<file path="src/rtl/digital_tube_driver_if.sv">
// CPU-side write bus into the seven-segment tube peripheral.
// The master drives the strobe, register select and data; the tube driver listens.
interface digital_tube_driver_if;
  logic        iDoTubeWrite;
  logic [1:0]  iWriteAddress;
  logic [15:0] iWriteData;

  modport master (output iDoTubeWrite, output iWriteAddress, output iWriteData);
  modport slave  (input  iDoTubeWrite, input  iWriteAddress, input  iWriteData);
endinterface

</file>
<file path="src/rtl/digital_tube_driver.sv">
// Eight-digit multiplexed seven-segment driver with memory-mapped value/mask registers.
// Define DIGITAL_TUBE_ZERO_BLANK_EN to blank leading zero digits (digit 0 always shown).
module digital_tube_driver #(
  parameter int SCAN_DIVIDER  = 23000,
  parameter int COUNTER_WIDTH = 16
) (
  input  logic                      iCpuClock,
  input  logic                      iCpuReset,
  digital_tube_driver_if.slave      bus,
  output logic [7:0]                oDigitalTubeNotEnable,
  output logic [7:0]                oDigitalTubeShape
);

  localparam logic [COUNTER_WIDTH-1:0] PRESCALE_LAST = COUNTER_WIDTH'(SCAN_DIVIDER - 1);

  logic [31:0]              value;
  logic [7:0]               digit_mask;
  logic [7:0]               dp_mask;
  logic [COUNTER_WIDTH-1:0] prescaler;
  logic [2:0]               scan_index;

  logic [3:0] nibble;
  logic       digit_lit;
  logic [7:0] next_enable;
  logic [7:0] next_shape;

  // Only the low byte matters for the mask registers.
  logic unused_data_high;
  assign unused_data_high = ^bus.iWriteData[15:8];

  function automatic logic [6:0] glyph(input logic [3:0] hex);
    case (hex)
      4'h0: glyph = 7'h40;
      4'h1: glyph = 7'h79;
      4'h2: glyph = 7'h24;
      4'h3: glyph = 7'h30;
      4'h4: glyph = 7'h19;
      4'h5: glyph = 7'h12;
      4'h6: glyph = 7'h02;
      4'h7: glyph = 7'h78;
      4'h8: glyph = 7'h00;
      4'h9: glyph = 7'h10;
      4'hA: glyph = 7'h08;
      4'hB: glyph = 7'h03;
      4'hC: glyph = 7'h46;
      4'hD: glyph = 7'h21;
      4'hE: glyph = 7'h06;
      default: glyph = 7'h0E;
    endcase
  endfunction

  always_comb begin
    nibble    = value[{scan_index, 2'b00} +: 4];
    digit_lit = digit_mask[scan_index];
`ifdef DIGITAL_TUBE_ZERO_BLANK_EN
    if ((scan_index != 3'd0) && ((value >> {scan_index, 2'b00}) == 32'h0))
      digit_lit = 1'b0;
`endif
    next_enable = 8'hFF;
    next_shape  = 8'hFF;
    if (digit_lit) begin
      next_enable = ~(8'h01 << scan_index);
      next_shape  = {~dp_mask[scan_index], glyph(nibble)};
    end
  end

  // Outputs are re-registered every cycle so a register write shows one edge later.
  always_ff @(posedge iCpuClock) begin
    if (iCpuReset) begin
      value                 <= 32'h0;
      digit_mask            <= 8'hFF;
      dp_mask               <= 8'h00;
      prescaler             <= '0;
      scan_index            <= 3'd0;
      oDigitalTubeNotEnable <= 8'hFF;
      oDigitalTubeShape     <= 8'hFF;
    end else begin
      if (bus.iDoTubeWrite) begin
        case (bus.iWriteAddress)
          2'd0:    value[15:0]  <= bus.iWriteData;
          2'd1:    value[31:16] <= bus.iWriteData;
          2'd2:    digit_mask   <= bus.iWriteData[7:0];
          default: dp_mask      <= bus.iWriteData[7:0];
        endcase
      end
      if (prescaler == PRESCALE_LAST) begin
        prescaler  <= '0;
        scan_index <= scan_index + 3'd1;
      end else begin
        prescaler <= prescaler + 1'b1;
      end
      oDigitalTubeNotEnable <= next_enable;
      oDigitalTubeShape     <= next_shape;
    end
  end

endmodule

</file>
<file path="src/flat_wrapper.sv">
// flat-port wrapper written by rule: the top's interface ports become plain ports
module digital_tube_driver_flat 
#(
  parameter int SCAN_DIVIDER  = 23000,
  parameter int COUNTER_WIDTH = 16
)
  (iCpuClock, iCpuReset, oDigitalTubeNotEnable, oDigitalTubeShape, bus_iDoTubeWrite, bus_iWriteAddress, bus_iWriteData);
  digital_tube_driver_if bus_i ();
  input  logic iCpuClock;
  input  logic iCpuReset;
  output logic [7:0] oDigitalTubeNotEnable;
  output logic [7:0] oDigitalTubeShape;
  input wire logic [$bits(bus_i.iDoTubeWrite)-1:0] bus_iDoTubeWrite;
  input wire logic [$bits(bus_i.iWriteAddress)-1:0] bus_iWriteAddress;
  input wire logic [$bits(bus_i.iWriteData)-1:0] bus_iWriteData;
  assign bus_i.iDoTubeWrite = bus_iDoTubeWrite;
  assign bus_i.iWriteAddress = bus_iWriteAddress;
  assign bus_i.iWriteData = bus_iWriteData;
  digital_tube_driver #(.SCAN_DIVIDER(SCAN_DIVIDER), .COUNTER_WIDTH(COUNTER_WIDTH)) u_core (.iCpuClock(iCpuClock), .iCpuReset(iCpuReset), .bus(bus_i), .oDigitalTubeNotEnable(oDigitalTubeNotEnable), .oDigitalTubeShape(oDigitalTubeShape));
endmodule
</file>
<file path="config.mk">
export PLATFORM = sky130hd
export DESIGN_NAME = digital_tube_driver_flat
export DESIGN_NICKNAME = d
export VERILOG_FILES = /design/src/rtl/digital_tube_driver_if.sv /design/src/rtl/digital_tube_driver.sv /design/src/flat_wrapper.sv
export SDC_FILE = /design/constraint.sdc
export NUM_CORES = 1
export LEC_CHECK = 0
export ABC_AREA = 1
export CORE_ASPECT_RATIO = 1.75
export CORE_UTILIZATION = 59
export CTS_BUF_LIST = sky130_fd_sc_hd__clkbuf_8
export DETAILED_ROUTE_END_ITERATION = 6
export PLACE_DENSITY_LB_ADDON = 0.15
export SYNTH_ARGS = -nofsm -noshare
export SYNTH_HDL_FRONTEND = slang
export SYNTH_SLANG_ARGS = --single-unit
</file>
<file path="constraint.sdc">
create_clock -name iCpuClock -period 2.35 [get_ports iCpuClock]
set_input_delay 0.3525 -clock iCpuClock [delete_from_list [all_inputs] [get_ports iCpuClock]]
set_output_delay 0.3525 -clock iCpuClock [all_outputs]
set_load 0.005 [all_outputs]
</file>
# --- After elaboration in Yosys (flattened, before gate mapping) ---
# Memories as Yosys holds them, arrays and structs flattened. A register that Yosys moved wholly into a read port is not among the register bits.
# Cells that the tools add are included.
totals:
  word_cells: 33
  register_bits: 83
  ram_bits: 0
  mem_bits_ro: 112
  n_memories: 1
  out_inout_bits: 16
  latch_bits: 0
mem_list:
  columns: ["name", "words", "width", "rd", "rd_ports_with_merged_regs", "wr", "line", "text"]
  rows:
  - ["(no name shown)", 16, 7, 1, 1, 0, "digital_tube_driver.sv:32", "case (hex)"]
op_classes:
  mul: 0
  n_reduce_logical: 8
  n_shift: 2
  div: 0
  order_cmp: 1
  n_bitwise: 4
  addsub: 2
  n_eq_ne: 3
  n_mux: 4
ops:
  columns: ["operator", "count"]
  rows:
  - ["indexed part select 32 x 6 -> 4 bit", 1]
  - ["adder 16 x 1 -> 16 bit, second input constant", 1]
  - ["== test 16 x 15 -> 1 bit, second input constant", 1]
  - ["NOT 8 bit", 1]
  - ["AND reduction 2 bit", 4]
  - ["<< shifter 1 x 3 -> 8 bit, first input constant", 1]
  - ["binary-select mux 1 bit (select 3 bit)", 2]
  - ["less-than comparator 3 x 4 -> 1 bit, second input constant", 1]
  - ["OR reduction 2 bit", 2]
  - ["adder 3 x 1 -> 3 bit, second input constant", 1]
  - ["NOT 1 bit", 3]
  - ["OR reduction 3 bit", 1]
  - ["== test 2 x 1 -> 1 bit, second input constant", 1]
  - ["== test 2 bit, second input constant", 1]
  - ["logical NOT 2 bit", 1]
  - ["two-way mux 1 bit", 2]

# --- Longest topological paths before layout ---
# Gate-level depths: netlist of the first run.
logic_depth:
  ltp_word: 4
  mapped_depth: 13
  depth_no_buf: 11

# --- Least setup slack after synthesis of the first run ---
# Ideal clock, no wire load.
synth_timing:
  path_kind: "register to register"
  startpoint: "reg u_core.scan_index[0]"
  endpoint: "reg u_core.oDigitalTubeShape[3]"
  setup_ns: 0.112
  required_ns: 2.238
  path_slack_ns: 0.606
  arrival_ns: 1.632
  path_stages_with_launch: 13
  period_less_slack_ns: 1.744
  cell_sequence: "dfxtp_1 -> inv_2 -> buf_6 -> buf_6 -> o21ai_0 -> nand3_1 -> nand2_1 -> inv_1 -> ha_1 -> nand3_1 -> nand3_1 -> nand2_1 -> nand2_1"
synth_via:
  elab_chain_cells: 4
  word_cells_on_any_way: 5
  classes_between: "1 x shift; 2 x mux; 1 x bitwise; 1 x reduce/logical"
synth_lines:
  columns: ["element", "line", "text"]
  rows:
  - ["start: declaration", "digital_tube_driver.sv:20", "logic [2:0] scan_index;"]
  - ["start signal: assignment", "digital_tube_driver.sv:88", "scan_index <= scan_index + 3'd1;"]
  - ["parallel branches: the longest is 4 deep, another holds indexed part select 32 x 6 -> 4 bit", null, null]
  - ["end: declaration", "digital_tube_driver.sv:11", "output logic [7:0] oDigitalTubeShape"]
# Several ways; the timed one is not identified. The select of a mux whose other input is x is not followed.
# A chain may end at the register's enable or synchronous reset.

# --- Worst setup path in the final report of the first run ---
# Same ends and word-level chain as after synthesis.

==> run metrics, run 1 <==
Row Count=38; ys async rst share=0%; global-route wire length before repair=14430 um; min cycle time layout=1.951 ns; GRT overflow=0; Post-synth EDFFs=0; Yosys reg bits=83; period utilization=between 80 and 90%; total CTS buffers=9; die area=~0.0069 mm2; CP max stage delay=0.57 ns; post-synthesis cell type count=29; met2 Track Usage GR=a little over half; fmax=0.5126 GHz; Pwr Total=0.002826 W; worst path arrival time=2.20 ns; Root Driver=clkbuf_8; post-synthesis cell count=532; Rel. slew slack=approximately half; sequence of cells on the critical path=inv_2 > o21ai_0 > nand3_1 > nand2_1 > inv_1 > ha_1 > nand3_1 > nand3_1 > nand2_1 > nand2_1; worst-path maximum fanout=12; worst path required time=2.60 ns; switching power=between 0.0006 and 0.0007 W; largest net degree at the start of global routing=48; met3 Use GR=~5.5%; Total GRT Usage=27.61%; average size of a mapped cell=between 7 and 8 um2; Worst Setup Path Type=flop to flop; initial antenna violation count=0; top_reg_cell synth=dfxtp_1; clock sinks=between 80 and 90; Leak Pwr=1.888 nW; HP Class=flop to flop; Routed WL=between 8000 and 9000 um; gr busiest metal=met2; sequential share of the synthesized area=42.94%; Core Region=roughly 0.0063 mm2; final count of negative-setup-slack endpoints=0; layout cell share with drive strength beyond 1=7.407%; Commonest cells post-synth=nand2_1, dfxtp_1, inv_1; fin nets=597; GR Util met1=26.87%; clock power share=38.3%; count leader, synth=nand2_1; IO buf count=36; Internal=0.002174 W; Mapped Nets=around 570; Comb power frac=between 9 and 10%; Seq pwr share=a little over half; clock slew at reported path FFs=0.08 ns; worst skew pair latency=0.35 ns; postcts setup bufs=0; Resized cells post-CTS=0; vias in the first global route=~3200; RSZ-0062 raised after global routing=false; top-area cell type share of the netlist area=between 40 and 50%; Max Buffers Root-to-Sink=2; slowest stage cell, crit path=dfxtp_1; H-tree depth=3; CTS tree=built; PwrDens=roughly 630 mW/mm2; Ys Warns=0; Starting Density=61.66%; Synth area leaders=dfxtp_1, nand2_1, nand3_1; area grow syn2layout=15.16%; Die Ht=109.1 um; io pins=37; status=finished clean; Vias/cell=5.337; MaxCap Viol Count=0; sw frac=a little under a quarter; Final Skew=between 0.006 and 0.007 ns; mapped cell area=0.003870 mm2; DR WL/cell=13.79 um; 1st-iter DRT viols=214; Worst VDD drop=0.5265 mV; drt pass-1 iters=5; post-synth top area cell=dfxtp_1; final hold violations=0; CP Launch Type=flop; die width=63.22 um; hold bufs inserted after CTS=0; DR vias=roughly 3500; GPL Wtd Cong=0.8951; Least-Margin Pin Slew=0.7479 ns; ant diodes=0; Slew Limit Fails=0; CP Capture Type=flop; HPWL after DPL=~6500 um; post-route setup TNS=0 ns; DRC violations left=0; Antenna Nets Post-Route=0
-- stage by stage --
step / cells / setup WS (ns) / util [%] / hold WS, ns / cell area [um2]
2_1_floorplan: 532 / 0.6056 / - / 0.4175 / 3870
3_3_place_gp: 632 / 0.2604 / 67.62 / 0.4269 / 4244
3_5_place_dp: 632 / 0.2078 / 67.62 / 0.4376 / 4244
4_1_cts: 647 / 0.4088 / 71.01 / 0.4541 / 4457
5_1_grt: 647 / 0.1456 / 71.01 / 0.4664 / 4457
6_report: 647 / 0.3992 / 71.01 / 0.4522 / 4457
-- worst paths after layout --
path / start / endpoint / slack, ns / cells past startpoint
hold / removal: u_core.dp_mask[2] / u_core.dp_mask[2] / 0.45 / 2
setup reg to reg: u_core.scan_index[0] / u_core.oDigitalTubeShape[3] / 0.40 / 10
setup / recovery: u_core.scan_index[0] / u_core.oDigitalTubeShape[3] / 0.40 / 10
hold reg to reg: u_core.dp_mask[2] / u_core.dp_mask[2] / 0.45 / 2
-- placed cells by master (no fill, tap or decap) --
cell / Yosys / final
nor3_2: 2 / 2
nor2_1: 46 / 46
xor2_1: 1 / 1
nand2_4: 1 / 1
nor3_4: 2 / 2
nor3_1: 10 / 10
inv_1: 64 / 65
inv_2: 6 / 6
a21oi_1: 45 / 45
xnor2_1: 3 / 3
nand2_1: 100 / 100
o21ai_2: 1 / 1
ha_1: 13 / 13
nand3_2: 4 / 4
clkbuf_8: 0 / 13
a31oi_1: 1 / 1
dfxtp_1: 83 / 83
nand2_2: 1 / 1
o21ai_1: 2 / 2
buf_4: 3 / 8
bufinv_16: 0 / 1
o21ai_0: 48 / 48
o211ai_1: 5 / 5
clkdlybuf4s50_1: 0 / 36
nor2_2: 3 / 3
nand3_1: 59 / 59
nor4_1: 1 / 1
nand3b_1: 1 / 1
nand4_1: 6 / 6
-- cell families (layout without fill, tap and decap cells) --
| group | count (synthesis) | in the layout | synth area share [%] |
|---|---|---|---|
| fa+ha+maj | 13 | 13 | 4.203 |
| xor+xnor | 4 | 4 | 0.9054 |
| simple gates | 236 | 236 | 27.74 |
| buf+inv | 94 | 129 | 10.57 |
| flops | 83 | 83 | 42.94 |
| compound gates | 102 | 102 | 13.64 |
-- state kept, by name, indices dropped and copies added (netlist names) --
register,count
u_core.value,32
u_core.prescaler,16
u_core.digit_mask,8
u_core.dp_mask,8
u_core.oDigitalTubeNotEnable,8
u_core.oDigitalTubeShape,8
u_core.scan_index,3
-- cell type report --
class,count,area [um2]
Multi-Input combinational cell,355,1799
Tap cell,80,100.1
Sequential cell,83,1662
Timing Repair Buffer,44,420.4
Inverter,70,262.8
Clock buffer,13,178.9
Clock inverter,2,33.78
Fill cell,578,1819
-- power groups by stage --
stage	Clock, W	Sequential, W	Combinational [W]
after global routing	0.00114	0.00149	0.000290
after floorplan	0	0.00152	0.000154
after detailed placement	0	0.00152	0.000258
final	0.00108	0.00149	0.000259
after global placement	0	0.00152	0.000252
after CTS	0.00109	0.00149	0.000259
-- per-layer routing --
layer	wire, um	vias up
li1	-	1779
met1	3451	1589
met2	4998	64
met3	226	21
met4	247	0
met5	0	-
-- worst max-delay path, delay by kind of cell, from the launching register on --
| kind | cells | cell delay [ns] |
|---|---|---|
| fa+ha+maj | 1 | 0.22 |
| buf+inv | 2 | 0.25 |
| flops | 1 | 0.57 |
| compound gates | 1 | 0.19 |
| simple gates | 6 | 0.61 |
(Power assumes the default switching activity.)
==> run 2: changes to the inputs <==
CORE_UTILIZATION = 53   (was 59)
clock period = 1.7 ns   (was 2.35 ns; I/O delays follow)
==> run 2 against run 1 <==
Against the previous run: die area increased by 11%; global-route usage is 0.085 points higher; sequential share of layout area down 1.5 points; critical path depth did not move; worst hold slack worse by 0.0028 ns; wire length up 7.2%; largest cell class unchanged; highest routed layer unchanged.
==> run metrics, run 2 (same netlist as run 1, synthesis figures left out) <==
Routed WL=9567 um (+7.2%); largest registers=u_core.value: 32 flops, u_core.prescaler: 16 flops; worst path arrival time=1.95 ns (-0.25 ns); Rel. slew slack=73.38% (+23 points); PwrDens=819.7 mW/mm2 (+29%); Slew Limit Fails=0 (unchanged); hold worst-path end=u_core.prescaler[0]; final worst setup slack=0.06354 ns (-0.3357 ns); worst-path maximum fanout=7 (-5); vias in the first global route=3437 (+8.5%); Least-Margin Pin Slew=0.3960 ns (-0.3519 ns); clock slew at reported path FFs=0.08 ns (about the same); CP Launch Type=flop; DRC violations left=0 (unchanged); WHS=0.4494 ns (-0.002775 ns); die area=0.007661 mm2 (+11%); final hold violations=0 (unchanged); clock sinks=83 (unchanged); DR vias=3574 (+3.5%); HP Class=flop to flop; most flop-heavy register=u_core.value; hold bufs inserted after CTS=0 (unchanged); GPL Wtd Cong=0.8960 (+0.10%); Internal=0.002893 W (+33%); ant diodes=0 (unchanged); Pwr Total=0.003818 W (+35%); Resized cells post-CTS=0 (unchanged); CTS tree=built; reg-to-reg startpoint=u_core.scan_index[1]; Reg2Reg Depth=10 (unchanged); Leak Pwr=1.977 nW (+4.7%); sw frac=24.22% (+1.2 points); largest net degree at the start of global routing=48 (unchanged); worst skew pair latency=0.36 ns (about the same); Final Skew=0.01132 ns (+0.005308 ns); 1st-iter DRT viols=242 (+13%); final instance area=0.004658 mm2 (+4.5%); GRT overflow=0 (unchanged); layout cell share with drive strength beyond 1=11.66% (+4.3 points); post-route setup TNS=0 ns (unchanged); IO buf count=36 (unchanged); Die Ht=115.0 um (+5.4%); H-tree depth=3 (unchanged); Seq pwr share=53.8% (+1.2 points); worst path required time=2.01 ns (-0.59 ns); MaxCap Viol Count=0 (unchanged); RSZ-0062 raised after global routing=true; Worst Setup Path Type=flop to flop; clock power share=35.9% (-2.4 points); HPWL after DPL=7074 um (+8.4%); global-route wire length before repair=15680 um (+8.6%); Comb power frac=10.3% (+1.1 points); Total GRT Usage=27.69% (+0.085 points); Root Driver=clkbuf_8; io pins=37 (unchanged); Hold Path Stages=1 (-1); R2R setup slack=0.06 ns (-0.34 ns); Antenna Nets Post-Route=0 (unchanged); postcts setup bufs=0 (unchanged); area grow syn2layout=20.37%; Vias/cell=5.358 (+0.40%); fmax=0.6111 GHz (+19%); period utilization=96.26% (+13 points); Post-Place Worst Slack=0.01640 ns (-0.1914 ns); Starting Density=55.63% (-6.0 points); status=finished clean; fin nets=614 (+2.8%); DP Area=0.004419 mm2 (+4.1%); Core Region=0.006957 mm2 (+11%); min cycle time layout=1.636 ns (-0.3143 ns); total CTS buffers=9 (unchanged); final count of negative-setup-slack endpoints=0 (unchanged); drt pass-1 iters=5 (unchanged); commonest non-fill, non-tap cell in the layout=nand2_1; FF-to-FF End=u_core.oDigitalTubeShape[3]; hold_sp=u_core.prescaler[0]; switching power=0.0009250 W (+42%); Largest register FFs=32 (unchanged); Row Count=40 (+5.3%); leading cell types in the layout, fill and taps excluded=nand2_1, dfxtp_1, inv_1, nand3_1, o21ai_0; Worst VDD drop=0.6020 mV (+14%); die width=66.60 um (+5.3%); initial antenna violation count=0 (unchanged); DR WL/cell=14.34 um (+4.0%); CP Capture Type=flop; Max Buffers Root-to-Sink=2 (unchanged)
==> run 2: cell count changes in the layout (fill, tap and decap cells not counted), sizes merged <==
cell / delta
buf: +17
clkbuf: -3
clkinv: +2
==> run 2: routing by layer <==
layer / up-vias / global-route usage (%) / part of all wire [%]
met5: - / 0 / 0
li1: 1818 / - / -
met1: 1668 / 27.54 / 39
met4: 0 / 14.47 / 2.7
met2: 63 / 52.79 / 56
met3: 25 / 4.167 / 2.6
==> run 2: metrics by stage <==
stage	utilization [%]	std cells
2_1_floorplan	-	532
3_3_place_gp	63.53	653
3_5_place_dp	63.53	653
4_1_cts	66.13	667
5_1_grt	66.96	667
6_report	66.96	667
==> run 2: power by group through the flow <==
| stage | registers, W | clock network, W | logic [W] |
|---|---|---|---|
| floorplan | 0.00210 | 0 | 0.000214 |
| global placement | 0.00210 | 0 | 0.000378 |
| detailed placement | 0.00210 | 0 | 0.000386 |
| CTS | 0.00206 | 0.00139 | 0.000388 |
| global route | 0.00206 | 0.00146 | 0.000441 |
| finish | 0.00205 | 0.00137 | 0.000393 |
==> run 2: area by class of cell <==
type                            instances  area [um2]
Tap cell                               84       105.1
Inverter                               70       262.8
Clock buffer                           10       137.6
Timing Repair Buffer                   61       596.8
Clock inverter                          4       43.79
Sequential cell                        83        1667
Multi-Input combinational cell        355        1846
Fill cell                             615        2298
==> run 2: how the worst max path moves through the flow <==
stage,start,endpoint,slack (ns),depth (start not counted)
after floorplan,u_core.scan_index[0],u_core.oDigitalTubeShape[3],-0.005,12
after global placement,u_core.scan_index[0],u_core.oDigitalTubeShape[0],0.07,11
after detailed placement,u_core.scan_index[0],u_core.oDigitalTubeShape[0],0.02,11
after CTS,u_core.scan_index[0],u_core.oDigitalTubeShape[0],0.005,11
after global routing,u_core.scan_index[1],u_core.oDigitalTubeShape[5],-0.05,11
final,u_core.scan_index[1],u_core.oDigitalTubeShape[3],0.06,10
==> run 2: worst max-delay path, stage by stage, from the launching register on <==
cell	delay, ns
dfxtp_2	0.34
buf_4	0.16
nor2_1	0.12
o21ai_1	0.09
nand3_1	0.09
nand2_2	0.10
ha_1	0.32
nand3b_1	0.18
nand3_1	0.10
nand2_1	0.05
nand2_1	0.04
==> run 3: changes to the inputs <==
MAX_ROUTING_LAYER = met4   (was unset)
==> run 3 against run 2 <==
Against the previous run: register-to-register slack hardly changed; non-clock buffer count unchanged; wire length grew 0.22%; clock power is essentially flat; via count shrank 0.11%; largest cell class unchanged; power rose by 0.12%; highest routed layer unchanged.
==> run metrics, run 3 (same netlist as run 1, synthesis figures left out) <==
Largest register FFs=32 (unchanged); GRT overflow=0 (unchanged); most flop-heavy register=u_core.value; Antenna Nets Post-Route=0 (unchanged); DRC violations left=0 (unchanged); hold bufs inserted after CTS=0 (unchanged); Pwr Total=0.003823 W (+0.12%); RSZ-0062 raised after global routing=true; Die Ht=115.0 um (unchanged); 1st-iter DRT viols=237 (-2.1%); Core Region=0.006957 mm2 (unchanged); Worst Setup Path Type=flop to flop; fillcell total=615 (unchanged); worst path required time=2.01 ns (about the same); worst path arrival time=1.95 ns (about the same); Least-Margin Pin Slew=0.3981 ns (+0.002123 ns); final worst setup slack=0.06147 ns (-0.002063 ns); H-tree depth=3 (unchanged); CP Capture Type=flop; Root Driver=clkbuf_8; largest net degree at the start of global routing=48 (unchanged); Row Count=40 (unchanged); IO buf count=36 (unchanged); Rel. slew slack=73.24% (-0.14 points); clock slew at reported path FFs=0.08 ns (about the same); layout cell share with drive strength beyond 1=11.66% (unchanged); total CTS buffers=9 (unchanged); DR WL/cell=14.37 um (+0.22%); vias in the first global route=3438 (+0.029%); clock sinks=83 (unchanged); Vias/cell=5.352 (-0.11%); Routed WL=9588 um (+0.22%); PwrDens=820.7 mW/mm2 (+0.12%); Post-Place Worst Slack=0.01640 ns (unchanged); io pins=37 (unchanged); post-route setup TNS=0 ns (unchanged); status=finished clean; ant diodes=0 (unchanged); Worst VDD drop=0.6052 mV (+0.54%); Final Skew=0.01274 ns (+0.001425 ns); drt pass-1 iters=5 (unchanged); worst-path maximum fanout=7 (unchanged); CP Launch Type=flop; area grow syn2layout=20.37% (unchanged); die area=0.007661 mm2 (unchanged); leading cell types in the layout, fill and taps excluded=nand2_1, dfxtp_1, inv_1, nand3_1, o21ai_0; period utilization=96.38% (+0.12 points); largest registers=u_core.value: 32 flops, u_core.prescaler: 16 flops; initial antenna violation count=0 (unchanged); CTS tree=built; Slew Limit Fails=0 (unchanged); worst skew pair latency=0.37 ns (about the same); Total GRT Usage=28.52% (+0.83 points); Leak Pwr=1.977 nW (unchanged); min cycle time layout=1.639 ns (+0.002063 ns); MaxCap Viol Count=0 (unchanged); HP Class=flop to flop; die width=66.60 um (unchanged); final count of negative-setup-slack endpoints=0 (unchanged); global-route wire length before repair=15670 um (about the same); WHS=0.4491 ns (-0.0002800 ns); postcts setup bufs=0 (unchanged); final hold violations=0 (unchanged); fmax=0.6103 GHz (-0.13%); DR vias=3570 (-0.11%); Max Buffers Root-to-Sink=2 (unchanged); GPL Wtd Cong=0.9112 (+1.7%); Starting Density=55.63% (unchanged); HPWL after DPL=7074 um (unchanged); fin nets=614 (unchanged); commonest non-fill, non-tap cell in the layout=nand2_1
[run 3: cell counts in the layout (fill, tap and decap cells not counted)]
No cell type changed its count.
[run 3: cell type report]
class | instances | area (um2) | area share, %
clock inverters | 4 | 43.79 | 0.9401
clock buffers | 10 | 137.6 | 2.955
multi-input cells | 355 | 1846 | 39.62
well taps | 84 | 105.1 | 2.256
flip-flops and latches | 83 | 1667 | 35.78
repair buffers | 61 | 596.8 | 12.81
inverters | 70 | 262.8 | 5.641
[run 3: routing by layer]
metal	share of wire, %	up-vias	GRT usage [%]
met3	2.8	22	3.869
met5	0	-	-
met2	56	74	52.73
met4	2.8	0	14.89
li1	-	1817	-
met1	38	1657	27.60
[run 3: critical path: stages (launching register included)]
cell      delay, ns
dfxtp_2        0.34
buf_4          0.16
nor2_1         0.12
o21ai_1        0.09
nand3_1        0.09
nand2_2        0.10
ha_1           0.32
nand3b_1       0.18
nand3_1        0.10
nand2_1        0.05
nand2_1        0.04
[run 3: through the flow]
step           area [um2]  instances  util (%)
6_report             4658        667     66.96
5_1_grt              4658        667     66.96
4_1_cts              4601        667     66.13
3_5_place_dp         4419        653     63.53
3_3_place_gp         4419        653     63.53
2_1_floorplan        3875        532         -
[run 3: worst paths after layout]
check	startpoint	end	slack (ns)	cells past startpoint
worst max-delay path	u_core.scan_index[1]	u_core.oDigitalTubeShape[3]	0.06	10
worst min-delay path	u_core.prescaler[0]	u_core.prescaler[0]	0.45	1
worst max register to register	u_core.scan_index[1]	u_core.oDigitalTubeShape[3]	0.06	10
worst min register to register	u_core.prescaler[0]	u_core.prescaler[0]	0.45	1
[run 3: timing repair]
action / in CTS / in global routing
hold endpoints to repair: 0 / 0
setup endpoints to repair: 0 / 15
resized for setup: 0 / 15
[run 3: report_power, final]
group	internal, W	switching, W
sequential	0.00202	0.0000309
combinational	0.000177	0.000216
clock	0.000693	0.000683
total	0.00289	0.000929
